===== src/rtl/gate_level_bist.sv =====
// gate_level_bist: self-test sequencer for the two-input gate_level block.
// Drives {a,b} through 00, 01, 10, 11. Each vector is held for HOLD_CYCLES cycles.
// The seven gate outputs are sampled at the end of each hold and compared with the
// truth table. Results are accumulated into a saturating error count and sticky
// per-vector and per-gate masks.
// Optional feature: define GATE_BIST_INJECT_EN to add the inject_err input. That
// input inverts the expected xor bit at sample edges so the checker can test itself.
module gate_level_bist #(
   parameter int HOLD_CYCLES = 4,
   parameter int CNT_W       = 5
) (
   input  logic             clk,
   input  logic             rst_n,
   input  logic             start,
`ifdef GATE_BIST_INJECT_EN
   input  logic             inject_err,
`endif
   input  logic             and_out,
   input  logic             or_out,
   input  logic             nand_out,
   input  logic             nor_out,
   input  logic             notb_out,
   input  logic             xor_out,
   input  logic             xnor_out,
   output logic             a,
   output logic             b,
   output logic             busy,
   output logic             done,
   output logic             pass,
   output logic [CNT_W-1:0] err_count,
   output logic [3:0]       fail_vec,
   output logic [6:0]       fail_gates
);

   localparam int HOLD_W = (HOLD_CYCLES > 1) ? $clog2(HOLD_CYCLES) : 1;
   localparam int SUM_W  = CNT_W + 3;
   localparam logic [HOLD_W-1:0] HOLD_LAST = HOLD_W'(HOLD_CYCLES - 1);
   localparam logic [CNT_W-1:0]  CNT_MAX   = '1;

   typedef enum logic [1:0] {
      S_IDLE,
      S_RUN,
      S_DONE
   } state_t;

   state_t              r_state;
   state_t              w_state_next;
   logic                w_accept;
   logic                w_sample;
   logic                w_last;

   logic [1:0]          r_idx;
   logic [HOLD_W-1:0]   r_hold;
   logic                r_a;
   logic                r_b;
   logic                r_busy;
   logic                r_done;
   logic                r_pass;
   logic [CNT_W-1:0]    r_err;
   logic [3:0]          r_fail_vec;
   logic [6:0]          r_fail_gates;

   logic [6:0]          w_actual;
   logic [6:0]          w_expect;
   logic [6:0]          w_mismatch;
   logic [2:0]          w_pop;
   logic [SUM_W-1:0]    w_err_sum;
   logic [CNT_W-1:0]    w_err_sat;

   // State register.
   // NOTE: clocked state uses non-blocking assignments so every flop samples pre-edge values.
   always_ff @(posedge clk or negedge rst_n) begin
      if (!rst_n) begin
         r_state <= S_IDLE;
      end else begin
         r_state <= w_state_next;
      end
   end

   // Next-state and control strobes: start is only honoured outside RUN.
   // NOTE: every output of this block gets a default first so no latch is inferred.
   always_comb begin
      w_state_next = r_state;
      w_accept     = 1'b0;
      w_sample     = 1'b0;
      w_last       = 1'b0;
      case (r_state)
         S_IDLE, S_DONE: begin
            if (start) begin
               w_accept     = 1'b1;
               w_state_next = S_RUN;
            end
         end
         S_RUN: begin
            if (r_hold == HOLD_LAST) begin
               w_sample = 1'b1;
               if (r_idx == 2'd3) begin
                  w_last       = 1'b1;
                  w_state_next = S_DONE;
               end
            end
         end
         default: w_state_next = S_IDLE;
      endcase
   end

   // Compare the gate outputs against the truth table for the vector being driven.
   always_comb begin
      w_actual = {xnor_out, xor_out, notb_out, nor_out, nand_out, or_out, and_out};
      w_expect = {~(r_a ^ r_b), r_a ^ r_b, ~r_b, ~(r_a | r_b), ~(r_a & r_b),
                  r_a | r_b, r_a & r_b};
`ifdef GATE_BIST_INJECT_EN
      w_expect[5] = w_expect[5] ^ inject_err;
`endif
      w_mismatch = w_actual ^ w_expect;
      w_pop = 3'd0;
      for (int i = 0; i < 7; i++) begin
         w_pop = w_pop + {2'b00, w_mismatch[i]};
      end
      w_err_sum = SUM_W'(r_err) + SUM_W'(w_pop);
      w_err_sat = (w_err_sum > SUM_W'(CNT_MAX)) ? CNT_MAX : w_err_sum[CNT_W-1:0];
   end

   // Datapath: stimulus sequencing, hold counter and result accumulation.
   always_ff @(posedge clk or negedge rst_n) begin
      if (!rst_n) begin
         r_idx        <= 2'd0;
         r_hold       <= '0;
         r_a          <= 1'b0;
         r_b          <= 1'b0;
         r_busy       <= 1'b0;
         r_done       <= 1'b0;
         r_pass       <= 1'b0;
         r_err        <= '0;
         r_fail_vec   <= 4'd0;
         r_fail_gates <= 7'd0;
      end else if (w_accept) begin
         r_idx        <= 2'd0;
         r_hold       <= '0;
         r_a          <= 1'b0;
         r_b          <= 1'b0;
         r_busy       <= 1'b1;
         r_done       <= 1'b0;
         r_pass       <= 1'b0;
         r_err        <= '0;
         r_fail_vec   <= 4'd0;
         r_fail_gates <= 7'd0;
      end else if (r_state == S_RUN) begin
         if (w_sample) begin
            r_hold              <= '0;
            r_err               <= w_err_sat;
            r_fail_gates        <= r_fail_gates | w_mismatch;
            r_fail_vec[r_idx]   <= r_fail_vec[r_idx] | (|w_mismatch);
            if (w_last) begin
               r_busy <= 1'b0;
               r_done <= 1'b1;
               r_pass <= (w_err_sat == '0);
               r_a    <= 1'b0;
               r_b    <= 1'b0;
            end else begin
               r_idx      <= r_idx + 2'd1;
               {r_a, r_b} <= r_idx + 2'd1;
            end
         end else begin
            r_hold <= r_hold + HOLD_W'(1);
         end
      end
   end

   assign a          = r_a;
   assign b          = r_b;
   assign busy       = r_busy;
   assign done       = r_done;
   assign pass       = r_pass;
   assign err_count  = r_err;
   assign fail_vec   = r_fail_vec;
   assign fail_gates = r_fail_gates;

endmodule

===== config.mk =====
export PLATFORM = sky130hd
export DESIGN_NAME = gate_level_bist
export DESIGN_NICKNAME = d
export VERILOG_FILES = /design/src/rtl/gate_level_bist.sv
export SDC_FILE = /design/constraint.sdc
export NUM_CORES = 1
export LEC_CHECK = 0
export ABC_CLOCK_PERIOD_IN_PS = 3600
export CAP_MARGIN = 0
export CORE_ASPECT_RATIO = 1.25
export CORE_MARGIN = 2
export CORE_UTILIZATION = 56
export CTS_CLUSTER_SIZE = 14
export DETAILED_ROUTE_END_ITERATION = 16
export DONT_BUFFER_PORTS = 1
export PLACE_DENSITY_LB_ADDON = 0.08
export RECOVER_POWER = 100
export SLEW_MARGIN = 10
export SYNTH_ARGS = -nofsm -noshare
export SYNTH_HDL_FRONTEND = slang
export SYNTH_SLANG_ARGS = --single-unit

===== constraint.sdc =====
create_clock -name clk -period 3.6 [get_ports clk]
set_input_delay 0.36 -clock clk [delete_from_list [all_inputs] [get_ports clk]]
set_output_delay 0.36 -clock clk [all_outputs]
set_load 0.01 [all_outputs]

==> summary.txt <==
Clock tree
  • CTS buffer count: 3
  • H-Tree Level Count: 1
  • Clk_lat worst skew: 0.33 ns
  • Clk sinks: 27
  • CTS tree: built
  • Clock Path Buffers: 2
  • Reg clk slew, reported paths: 0.15 ns
  • Clock root cell: clkbuf_4

Logic synthesis
  • Distinct cell type count after synthesis: 35
  • Post-synth top area cell: dfrtp_1
  • Register area share after synthesis: 0.421
  • Main synth FF type: dfrtp_1
  • Fraction of registers with async set/reset: 1.00
  • Cells after Synth: 155
  • Count leader, synth: dfrtp_1
  • Number of synthesis warnings: 0
  • Synth area leaders: dfrtp_1, ha_1, fa_1
  • Synthesized flop and latch total: 27
  • Synth top cells by count: dfrtp_1, a21oi_1, ha_1, inv_1
  • Post-synth top area share: 0.421
  • Mapped Nets: 183
  • EDFF count, synth: 0
  • Synth Cell Area: 0.00161 sq mm
  • Syn avg cell area: 10.4 sq um

Outcome
  • Run status: complete, but fails checks
  • Failing checks: negative setup slack

Route
  • Drt total wl: 3410 um
  • Initial DRT Pass Iterations: 5
  • Antenna-violating nets left: 0
  • Drt drc: 0
  • Drt first-iter violations: 16
  • Drt wl/cell: 17.1 um
  • Vias: 1172
  • DR vias/cell: 5.89

Timing
  • # setup viols final: 2
  • Min cycle time layout: 3.83 ns
  • PnR worst setup slack: -0.227 ns
  • Final Max Slew Viols: 0
  • Final hold viol count: 0
  • Final worst path period share: 1.06
  • Setup TNS Final: -0.382 ns
  • Layout Skew: 0.00703 ns
  • Slew @ Worst Pin: 1.45 ns
  • F_max: 261 MHz
  • Relative slew slack: 0.0306
  • RSZ-0062 raised after global routing: true

Final layout
  • Layout net count: 194
  • Share of layout cells above drive strength 1: 0.224
  • Area Overhead vs Synth: 13.6%
  • Antenna diodes: 0
  • Final Util: 0.675
  • Fill cell count: 223

Global route
  • Initial antenna violation count: 0
  • Congestion Overflow GR: 0
  • Largest net degree at the start of global routing: 28
  • GRT Total Usage: 0.218
  • Number of global-route vias before repair: 1237
  • First-pass GRT wire length: 5510 um

Setup path
  • Crit path DAT: 4.08 ns
  • Crit end category: flop
  • Reg-to-Reg Start: b$_DFFE_PN0P_
  • CP Class: reg -> reg
  • Critical R2R Capture: pass$_DFFE_PN0P_
  • Worst-path fanout max: 3
  • Reg2reg path depth: 12
  • Critical path origin: b$_DFFE_PN0P_
  • Critical Path RT: 3.85 ns
  • Crit start category: flop
  • Worst R2R Setup Slack: -0.23 ns
  • Worst setup path end: pass$_DFFE_PN0P_

Placed design
  • GPL Wtd Cong: 0.854
  • Detailed Place HPWL: 2380 um
  • Port Buffers: 0
  • Setup Slack @ Placement: -0.245 ns

Floorplan
  • Io pins: 31
  • Die X: 51.9 um
  • Total Die Area: 0.00332 sq mm
  • Initial cell density of the core: 0.594
  • Die Ht: 63.9 um
  • Core Region: 0.00271 sq mm
  • # rows: 21

Run
  • Max Cap Viol: 0

Hold path
  • Hold Crit Class: in -> reg
==> cell usage in the layout (no fill, tap or decap), drive strengths merged, types with 5 or more instances in the layout <==
master and n:
a21oi 15, buf 9, clkbuf 5, dfrtp 27
ha 14, inv 12, nand2 12, nand3 6
nor2 6, o21ai 11, xnor2 6
==> layout make-up <==
cell class	instances	area (sq um)	share of cell area
inverter	12	45.0	0.0247
clock buffer	3	22.5	0.0123
sequential	27	677	0.371
clock inverter	1	5.00	0.00274
timing repair buffer	12	85.1	0.0466
multi-input combinational	110	948	0.520
tap	34	42.5	0.0233
==> through the flow <==
step           instance area (sq um)  hold slack [ns]  instances
6_report                        1830           0.0918        199
5_1_grt                         1830           0.0951        199
4_1_cts                         1790           0.0933        197
3_5_place_dp                    1710           0.0650        190
3_3_place_gp                    1710           0.0649        190
2_1_floorplan                   1650           0.0644        155
==> flip-flops by register name (all words and copies together), names as in the netlist <==
signal / count
done: 1
b: 1
r_hold: 2
r_state: 2
busy: 1
a: 1
fail_vec: 4
r_idx: 2
fail_gates: 7
err_count: 5
pass: 1
==> layer usage <==
layer  track usage  vias to the layer above  part of all wire
met5             0                        -                 0
met4        0.0691                        0             0.014
met3        0.0350                        6             0.050
met2         0.359                       35              0.51
met1         0.288                      569              0.43
li1              -                      562                 -
==> critical path, stage by stage (launching register included) <==
cell and delay (ns):
dfrtp_2 0.46, ha_4 0.20, xor2_2 0.16, inv_1 0.07, fa_1 0.49, inv_2 0.04
fa_1 0.51, fa_1 0.42, inv_1 0.07, ha_2 0.19, fa_2 0.44, or4_4 0.52
o31ai_2 0.17
==> how the worst min path moves through the flow <==
stage                     depth (start not counted)                 endpoint  start
after floorplan                                   0            a$_DFFE_PN0P_  rst_n
after global placement                            0  fail_vec[0]$_DFFE_PN0P_  rst_n
after detailed placement                          0  fail_vec[0]$_DFFE_PN0P_  rst_n
after CTS                                         1   r_state[1]$_DFFE_PN0P_  start
after global routing                              1   r_state[1]$_DFFE_PN0P_  start
final                                             1   r_state[1]$_DFFE_PN0P_  start
==> logic make-up (layout without fill, tap and decap cells) <==
logic type / Yosys count / after routing / share of synthesized area
xor+xnor: 10 / 10 / 0.0545
compound gates: 42 / 42 / 0.163
flops: 27 / 27 / 0.421
simple gates: 37 / 37 / 0.127
fa+ha+maj: 18 / 18 / 0.159
buf+inv: 18 / 28 / 0.0491
mux: 3 / 3 / 0.0273
==> repair_timing <==
| item | 4_1_cts | 5_1_grt |
|---|---|---|
| setup buffers | 1 | 3 |
| pin swaps | 3 | 4 |
| resized for setup | 2 | 11 |
| hold buffers | 2 | 0 |
| endpoints found under the hold margin | 27 | 0 |
| setup endpoints to repair | 3 | 4 |
| cloned | 0 | 0 |
Power is not shown: default switching activity piles up to over one toggle a cycle in this logic, so the estimate is an artifact.
